[src/rtl/moving_avg_pkg.sv]
// Shared constants and elaboration-time helpers for the moving-window averager.
package moving_avg_pkg;

    // Largest supported window exponent (window of 64 samples).
    localparam int MAX_LOG2_DEPTH = 6;

    // Rounding constant added before the divide-by-depth shift.
    // Half-up needs 2**(log2_depth-1); floor mode or a one-entry window adds nothing.
    function automatic int rnd_const(input int round, input int log2_depth);
        if (round != 0 && log2_depth > 0) begin
            return 1 << (log2_depth - 1);
        end
        return 0;
    endfunction

    // Pointer width, kept at least one bit so a one-entry window still has a legal vector.
    function automatic int ptr_width(input int log2_depth);
        return (log2_depth > 0) ? log2_depth : 1;
    endfunction

endpackage

[src/rtl/moving_avg_delay_line.sv]
// Sample ring buffer: stores the last DEPTH accepted samples and exposes the
// entry about to be overwritten so the caller can subtract it from a running sum.
module moving_avg_delay_line
    import moving_avg_pkg::*;
#(
    parameter int DATA_W     = 8,
    parameter int LOG2_DEPTH = 2
) (
    input  logic              clk,
    input  logic              rst,
    input  logic              clr,
    input  logic              we,
    input  logic [DATA_W-1:0] wr_data,
    output logic [DATA_W-1:0] oldest
);

    localparam int DEPTH = 1 << LOG2_DEPTH;
    localparam int PTR_W = ptr_width(LOG2_DEPTH);

    logic [DATA_W-1:0] entry_reg [DEPTH];
    logic [PTR_W-1:0]  wr_ptr_reg;
    logic [PTR_W-1:0]  wr_ptr_next;

    // Pointer wraps naturally at the power-of-two depth; a one-entry window never moves.
    always_comb begin
        wr_ptr_next = wr_ptr_reg;
        if (LOG2_DEPTH > 0) begin
            wr_ptr_next = wr_ptr_reg + 1'b1;
        end
    end

    // Write pointer: advances on every accepted sample, cleared by rst or clr.
    always_ff @(posedge clk or posedge rst) begin
        if (rst) begin
            wr_ptr_reg <= '0;
        end else if (clr) begin
            wr_ptr_reg <= '0;
        end else if (we) begin
            wr_ptr_reg <= wr_ptr_next;
        end
    end

    // One register per entry so every slot can be zeroed at once by rst/clr.
    generate
        for (genvar gi = 0; gi < DEPTH; gi++) begin : g_entry
            // Entry gi: capture the sample when the pointer addresses this slot.
            always_ff @(posedge clk or posedge rst) begin
                if (rst) begin
                    entry_reg[gi] <= '0;
                end else if (clr) begin
                    entry_reg[gi] <= '0;
                end else if (we && (wr_ptr_reg == PTR_W'(gi))) begin
                    entry_reg[gi] <= wr_data;
                end
            end
        end
    endgenerate

    // Oldest sample is the one the next write will replace; empty slots read as zero.
    assign oldest = entry_reg[wr_ptr_reg];

endmodule

[src/rtl/moving_avg.sv]
// Moving-window sum and rounded average over the last 2**LOG2_DEPTH accepted
// signed samples, with output strobe, window-full flag and synchronous clear.
module moving_avg
    import moving_avg_pkg::*;
#(
    parameter int DATA_W     = 8,
    parameter int LOG2_DEPTH = 2,
    parameter int ROUND      = 1
) (
    input  logic                           clk,
    input  logic                           rst,
    input  logic                           clr,
    input  logic                           in_valid,
    input  logic        [DATA_W-1:0]       in_data,
    output logic signed [DATA_W+LOG2_DEPTH-1:0] sum,
    output logic signed [DATA_W-1:0]       avg,
    output logic                           out_valid,
    output logic                           window_full
);

    localparam int DEPTH = 1 << LOG2_DEPTH;
    localparam int SUM_W = DATA_W + LOG2_DEPTH;
    localparam int CNT_W = LOG2_DEPTH + 1;
    localparam logic signed [SUM_W:0] RND_K = (SUM_W + 1)'(rnd_const(ROUND, LOG2_DEPTH));

    logic                    accept;
    logic [DATA_W-1:0]       oldest;
    logic signed [SUM_W-1:0] in_ext;
    logic signed [SUM_W-1:0] old_ext;
    logic signed [SUM_W-1:0] sum_next;
    logic signed [SUM_W:0]   rnd_sum;
    logic signed [DATA_W-1:0] avg_next;
    logic [CNT_W-1:0]        count_reg;
    logic [CNT_W-1:0]        count_next;

    logic signed [SUM_W-1:0]  sum_reg;
    logic signed [DATA_W-1:0] avg_reg;
    logic                     out_valid_reg;
    logic                     window_full_reg;

    // A clear on the same edge discards the incoming sample.
    assign accept = in_valid && !clr;

    moving_avg_delay_line #(
        .DATA_W     (DATA_W),
        .LOG2_DEPTH (LOG2_DEPTH)
    ) u_delay_line (
        .clk     (clk),
        .rst     (rst),
        .clr     (clr),
        .we      (accept),
        .wr_data (in_data),
        .oldest  (oldest)
    );

    // Running-sum update, rounding and shift; SUM_W bits cannot overflow for a full window.
    always_comb begin
        in_ext   = SUM_W'($signed(in_data));
        old_ext  = SUM_W'($signed(oldest));
        sum_next = sum_reg + in_ext - old_ext;
        // One extra bit so adding the rounding constant to the largest sum cannot wrap.
        rnd_sum  = (SUM_W + 1)'(sum_next) + RND_K;
        avg_next = DATA_W'(rnd_sum >>> LOG2_DEPTH);
        count_next = (count_reg == CNT_W'(DEPTH)) ? count_reg : count_reg + 1'b1;
    end

    // Accumulator, average, fill counter and output strobes.
    always_ff @(posedge clk or posedge rst) begin
        if (rst) begin
            sum_reg         <= '0;
            avg_reg         <= '0;
            count_reg       <= '0;
            out_valid_reg   <= 1'b0;
            window_full_reg <= 1'b0;
        end else if (clr) begin
            sum_reg         <= '0;
            avg_reg         <= '0;
            count_reg       <= '0;
            out_valid_reg   <= 1'b0;
            window_full_reg <= 1'b0;
        end else if (accept) begin
            sum_reg         <= sum_next;
            avg_reg         <= avg_next;
            count_reg       <= count_next;
            out_valid_reg   <= 1'b1;
            window_full_reg <= (count_next == CNT_W'(DEPTH));
        end else begin
            out_valid_reg   <= 1'b0;
        end
    end

    assign sum         = sum_reg;
    assign avg         = avg_reg;
    assign out_valid   = out_valid_reg;
    assign window_full = window_full_reg;

endmodule

[config.mk]
export PLATFORM = sky130hd
export DESIGN_NAME = moving_avg
export DESIGN_NICKNAME = d
export VERILOG_FILES = /design/src/rtl/moving_avg_pkg.sv /design/src/rtl/moving_avg_delay_line.sv /design/src/rtl/moving_avg.sv
export SDC_FILE = /design/constraint.sdc
export NUM_CORES = 1
export LEC_CHECK = 0
export BUFFER_PORTS_ARGS = -buffer_cell sky130_fd_sc_hd__buf_2
export CAP_MARGIN = 10
export CORE_ASPECT_RATIO = 1.1
export CORE_MARGIN = 2
export CORE_UTILIZATION = 35
export DETAILED_ROUTE_END_ITERATION = 12
export SYNTH_ARGS = -nofsm -noshare
export SYNTH_HDL_FRONTEND = slang
export SYNTH_SLANG_ARGS = --single-unit
[constraint.sdc]
create_clock -name clk -period 4.6 [get_ports clk]
set_clock_uncertainty 0.2 [all_clocks]
set_input_delay 0 -clock clk [delete_from_list [all_inputs] [get_ports clk]]
set_output_delay 0 -clock clk [all_outputs]
set_load 0.02 [all_outputs]
==> results.toml, run 1 <==
[drt]
drc = 0
drt-total-wl_mm = 7.73
vias = 2676
drtAntennaViolNets = 0
drtPass1Iterations = 4
routed_via_density = 5.03
routedWlPerCell_um = 14.5
drt_iter0_markers = 94

[die]
rows = 38
chipWidth_um = 99.0
start_util_pct = 35.7
dieArea_um2 = 10700
die_h_um = 109
ios = 32
core_um2 = 9750

[sta]
holdWs_ns = 0.158
max_slew_margin_pct = 25.9
finalMaxSlewViolations = 0
worstMarginPinSlew_ns = 1.11
hold_viol = 0
postLayoutSetupSlackWorst_ns = 0.646
max_freq_ghz = 0.253
rsz0062_at_grt = "false"
tns_ns = 0
period_minus_slack_ns = 3.95
finalCritPeriodShare_pct = 86.0
finalSetupViolations = 0

[logic_synthesis]
syn-cell-area_um2 = 3480
synthCells = 371
synth_common_cells = "dfrtp_1 (57), a21oi_1 (46), nand2_1 (43)"
ys_async_sr_fraction_pct = 100
ys_ff_latch = 57
yosysMostFrequentCell = "dfrtp_1"
synth_warnings = 0
synth_flop_cell = "dfrtp_1"
synth.area.top_cells = "dfrtp_1 (41%), a21oi_1 (6.6%), ha_1 (6.5%), fa_1 (5.2%), nand3_1 (5.2%)"
synthesis.nets = 410
synth_cell_types = 41
synth_top_cell_by_area = "dfrtp_1"
yosysTopAreaCellShare_pct = 41.0
yosysSeqAreaShare_pct = 41.0
synth_edf_count = 0
syn_area_per_cell_um2 = 9.37

[power]
total_power_mw = 2.35
p_switching_uw = 963
intPower_mw = 1.38
leakagePower_nw = 1.88
ir_drop_uv = 185
p_per_area_nw_per_um2 = 577
combinationalPowerShare_pct = 49.8
p_sw_share_pct = 41.0
seqPwrFrac_pct = 27.0
power_frac_clock_pct = 23.2

[clocking]
clockBufferDepth = 2
cts_made_buffers = 9
insertion_delay_ns = 0.34
cts_root_buf = "clkbuf_8"
cts_htree_levels = 3
cts_sinks = 57
path_clk_slew_ns = 0.07
cts_tree = "built"

[place]
pre_cts_slack_ns = 0.639
hpwl_mm = 5.40
numPortBuffers = 31
place_congestion = 0.758

[finish]
drive_gt1_share_pct = 16.3
fin_nets = 446
area_growth_pct = 17.0
largest_reg_flops = 32
final_core_util_pct = 41.7
nFillCells = 955
antenna_cells = 0

[status]
status = "complete, no violations"

[job]
maxCapViolations = 0

[setup_path]
worst_path_max_delay_cell = "mux4_2"
critPathMaxStageDelay_ns = 0.54
worstSetupStartpointType = "flop"
path_max_fanout = 9
required_ns = 4.64
r2r_cells = 11
critPathKind = "reg2reg"
crit_path_cell_trace = "buf_4, mux4_2, fa_1, inv_1, ha_1, a21o_1, a221oi_4, xor2_2, nor3_2, a311o_1, a32o_1"
worstSetupEndpointType = "flop"
arrival_ns = 3.99

[global_routing]
gr-total-overflow = 0
grt_pass1_vias = 2763
grt_usage_pct = 15.6
antenna_found_initial = 0
grt_max_degree = 58
grt_pass1_wl_mm = 13.3

[worst_hold_path]
hold_path_depth = 2
hp-class = "in2reg"
==> critical path: cells and delay by family, from the launching register on <==
kind | cells | cell delay, ns
AO/OA/AOI/OAI | 4 | 1.19
adder cells (fa/ha/maj) | 2 | 0.84
multiplexers | 1 | 0.54
flip-flops | 1 | 0.44
buffers and inverters | 2 | 0.27
XOR/XNOR | 1 | 0.26
AND/OR/NAND/NOR | 1 | 0.09
==> cells by family (layout without fill, tap and decap cells) <==
group	after synthesis	in the layout	share of synthesized area (%)
XOR/XNOR	15	15	4.21
buffers and inverters	62	103	6.69
AO/OA/AOI/OAI	70	70	13.2
flip-flops	57	57	41.0
AND/OR/NAND/NOR	125	125	16.0
adder cells (fa/ha/maj)	27	27	11.7
multiplexers	15	15	7.20
==> placed cells by master, fill, tap and decap left out, types with 4 or more instances in the layout <==
| master | n |
|---|---|
| dfrtp_1 | 57 |
| a21oi_1 | 46 |
| nand2_1 | 43 |
| inv_1 | 41 |
| nand3_1 | 36 |
| buf_2 | 31 |
| nor2_1 | 30 |
| ha_1 | 18 |
| clkbuf_8 | 11 |
| dlygate4sd3_1 | 11 |
| fa_1 | 9 |
| xnor2_1 | 8 |
| mux4_2 | 8 |
| mux2i_1 | 7 |
| a211oi_1 | 7 |
| xor2_1 | 5 |
| nor3_1 | 4 |
==> final timing paths <==
kind	from	endpoint	slack (ns)
hold / removal	clr	window_full	0.16
hold reg to reg	avg[7]	avg[7]	0.29
min in group asynchronous	rst	u_delay_line.entry_reg[23]	0.22
max in group asynchronous	rst	sum[1]	3.50
setup / recovery	u_delay_line.wr_ptr_reg[0]	avg[7]	0.65
setup reg to reg	u_delay_line.wr_ptr_reg[0]	avg[7]	0.65
==> power groups by stage <==
stage          Sequential, mW  Combinational, mW  Clock, mW
6_report                0.634               1.17      0.544
3_3_place_gp            0.643               1.15          0
2_1_floorplan           0.709              0.847          0
5_1_grt                 0.647               1.31      0.577
4_1_cts                 0.637               1.18      0.557
3_5_place_dp            0.645               1.17          0
==> layer usage <==
metal / vias up / GRT usage (%) / share of wire, %
met5: - / 0 / 0
met2: 39 / 26.6 / 50
met1: 1296 / 19.4 / 46
met3: 11 / 2.65 / 2.9
li1: 1330 / - / -
met4: 0 / 6.75 / 1.7
==> cell type report <==
type	count	area, um2	share of cell area, %
sequential	57	1430	35.1
tap	120	150	3.69
timing repair buffer	45	288	7.07
clock buffer	11	151	3.72
multi-input combinational	252	1820	44.7
clock inverter	5	77.6	1.91
inverter	42	158	3.87
==> metrics by stage <==
stage | std cells | cell area [um2]
floorplan | 371 | 3480
global placement | 505 | 3730
detailed placement | 505 | 3730
CTS | 532 | 4070
global route | 532 | 4070
finish | 532 | 4070
==> repair_timing <==
item | CTS | global route
gates resized for setup | 0 | 0
hold buffers | 11 | 0
hold endpoints to repair | 95 | 0
setup buffers | 0 | 0
(Power assumes the default switching activity.)
==> run 2, diff against run 1 <==
--- a/config.mk
+++ b/config.mk
@@ -5,12 +5,13 @@
 export SDC_FILE = /design/constraint.sdc
 export NUM_CORES = 1
 export LEC_CHECK = 0
-export BUFFER_PORTS_ARGS = -buffer_cell sky130_fd_sc_hd__buf_2
 export CAP_MARGIN = 10
 export CORE_ASPECT_RATIO = 1.1
-export CORE_MARGIN = 2
+export CORE_MARGIN = 10
 export CORE_UTILIZATION = 35
 export DETAILED_ROUTE_END_ITERATION = 12
+export DONT_BUFFER_PORTS = 1
+export SLEW_MARGIN = 20
 export SYNTH_ARGS = -nofsm -noshare
 export SYNTH_HDL_FRONTEND = slang
 export SYNTH_SLANG_ARGS = --single-unit
==> run 2 against run 1 <==
Compared with the run above: clock power shrank 4.4%; global-route usage shrank 3.7 points; non-clock buffer count fell by 22; first-iteration DRC count grew 87%; wire length rose by 7.9%.
==> results.toml, run 2 (synthesis results as in run 1) <==
[status]
status = "complete, no violations"

[finish]
multiInputGateArea_um2 = 1820
antenna_cells = 0
final_common_cell = "dfrtp_1"
area_growth_pct = 16.0
nFillCells = 981
largest_reg_flops = 32
instances_no_fill = 509
final_cell_mix = "dfrtp_1 (56), a21oi_1 (46), nand2_1 (43)"
drive_gt1_share_pct = 9.25
regArea_um2 = 1430
fin_nets = 424
final_core_util_pct = 41.2

[power]
leakagePower_nw = 1.79
p_sw_share_pct = 42.0
combinationalPowerShare_pct = 45.7
ir_drop_uv = 204
power_frac_clock_pct = 22.6
p_switching_uw = 968
p_per_area_nw_per_um2 = 571
seqPwrFrac_pct = 31.7
intPower_mw = 1.34

[drt]
vias = 2676
drt_iter0_markers = 176
drc = 0
routedWlPerCell_um = 16.4
drt-total-wl_mm = 8.34
drtAntennaViolNets = 0
routed_via_density = 5.26
drtPass1Iterations = 4

[setup_path]
worstSetupStartpointType = "flop"
r2r-start = "u_delay_line.wr_ptr_reg[0]"
rrSetupSlack_ns = 0.23
r2r-end = "avg[6]"
startpoint = "u_delay_line.wr_ptr_reg[0]"
critPathKind = "reg2reg"
arrival_ns = 4.46
worst_path_max_delay_cell = "dlygate4sd3_1"
path_max_fanout = 9
cp.buffers_inverters = 3
required_ns = 4.69
worstSetupEndpointType = "flop"
r2r_cells = 12
critPathMaxStageDelay_ns = 0.59
crit_family = "compound AO/OA/AOI/OAI gates"
crit_path_cell_trace = "buf_6, mux4_2, fa_1, inv_1, ha_1, a21o_1, a221oi_4, xor2_2, nor4_2, and4_1, a2111oi_2, dlygate4sd3_1"

[global_routing]
grt_pass1_wl_mm = 13.7
gr-total-overflow = 0
busiest_layer = "met2"
grt_pass1_vias = 2652
antenna_found_initial = 0
use_met2_pct = 18.3
grt_usage_pct = 11.9
use_met3_pct = 4.14
grt_use_met1_pct = 15.1
grt_max_degree = 60

[sta]
max_freq_ghz = 0.229
postLayoutSetupSlackWorst_ns = 0.230
tns_ns = 0
finalSetupViolations = 0
hold_viol = 0
finalMaxSlewViolations = 0
finalCritPeriodShare_pct = 95.0
worstMarginPinSlew_ns = 0.748
max_slew_margin_pct = 50.1
period_minus_slack_ns = 4.37
rsz0062_at_grt = "false"

[clocking]
post-cts-setup-buffers = 0
cts_sinks = 57
cts_tree = "built"
cts_htree_levels = 3
cts_root_buf = "clkbuf_8"
cts_made_buffers = 9
clockBufferDepth = 2
path_clk_slew_ns = 0.07
insertion_delay_ns = 0.35

[worst_hold_path]
hp-class = "in2async"

[die]
rows = 38
die_h_um = 125
start_util_pct = 35.5
chipWidth_um = 115
core_um2 = 9790
ios = 32
dieArea_um2 = 14300

[place]
dp_cells = 473
numPortBuffers = 0
pre_cts_slack_ns = 0.663
hpwl_mm = 5.58
place_congestion = 0.750

[job]
maxCapViolations = 0
[run 2: changes by cell type in the layout (fill, tap and decap cells not counted), moves of 2 or more]
cell           delta
buf_2            -31
dlygate4sd3_1     +8
clkbuf_1          +2
buf_4             -2
buf_16            +2
[run 2: worst max path at each step]
stage,to,cells after the start
floorplan,avg[7],12
global placement,avg[7],11
detailed placement,avg[7],11
CTS,avg[6],12
global route,avg[6],11
finish,avg[6],12
[run 2: routing by layer]
layer | share of wire (%) | vias to the layer above
met5 | 0 | -
met4 | 1.4 | 0
met3 | 4.8 | 9
met2 | 49 | 41
met1 | 45 | 1335
li1 | - | 1291
[run 2: cell type report]
cell class	count	area share, %
Inverter	42	3.91
Timing Repair Buffer	23	6.54
Clock buffer	12	3.60
Sequential cell	57	35.4
Clock inverter	3	1.61
Tap cell	120	3.72
Multi-Input combinational cell	252	45.2
[run 2: power by group through the flow]
stage	Clock (mW)	Sequential, mW	Combinational [mW]
2_1_floorplan	0	0.709	0.847
3_3_place_gp	0	0.745	0.979
3_5_place_dp	0	0.745	0.998
4_1_cts	0.530	0.737	1.05
5_1_grt	0.554	0.745	1.18
6_report	0.520	0.731	1.05
[run 2: what timing repair did]
action	4_1_cts	5_1_grt
gates resized for setup	0	3
hold endpoints to repair	114	0
hold buffers	21	0
endpoints found under the setup margin	0	1
[run 2: per-stage QoR]
stage / instance area (um2) / total power, mW / hold WS, ns
detailed placement: 3570 / 1.74 / -0.128
CTS: 4020 / 2.31 / 0.133
floorplan: 3480 / 1.56 / -0.122
global route: 4030 / 2.48 / 0.186
finish: 4030 / 2.30 / 0.114
global placement: 3570 / 1.72 / -0.129
[run 2: worst reg2reg max path, stage by stage, from the launching register on]
cell and delay, ns:
dfrtp_2 0.42, buf_6 0.17, mux4_2 0.52, fa_1 0.49, inv_1 0.04, ha_1 0.36
a21o_1 0.25, a221oi_4 0.35, xor2_2 0.30, nor4_2 0.09, and4_1 0.22, a2111oi_2 0.31
dlygate4sd3_1 0.59
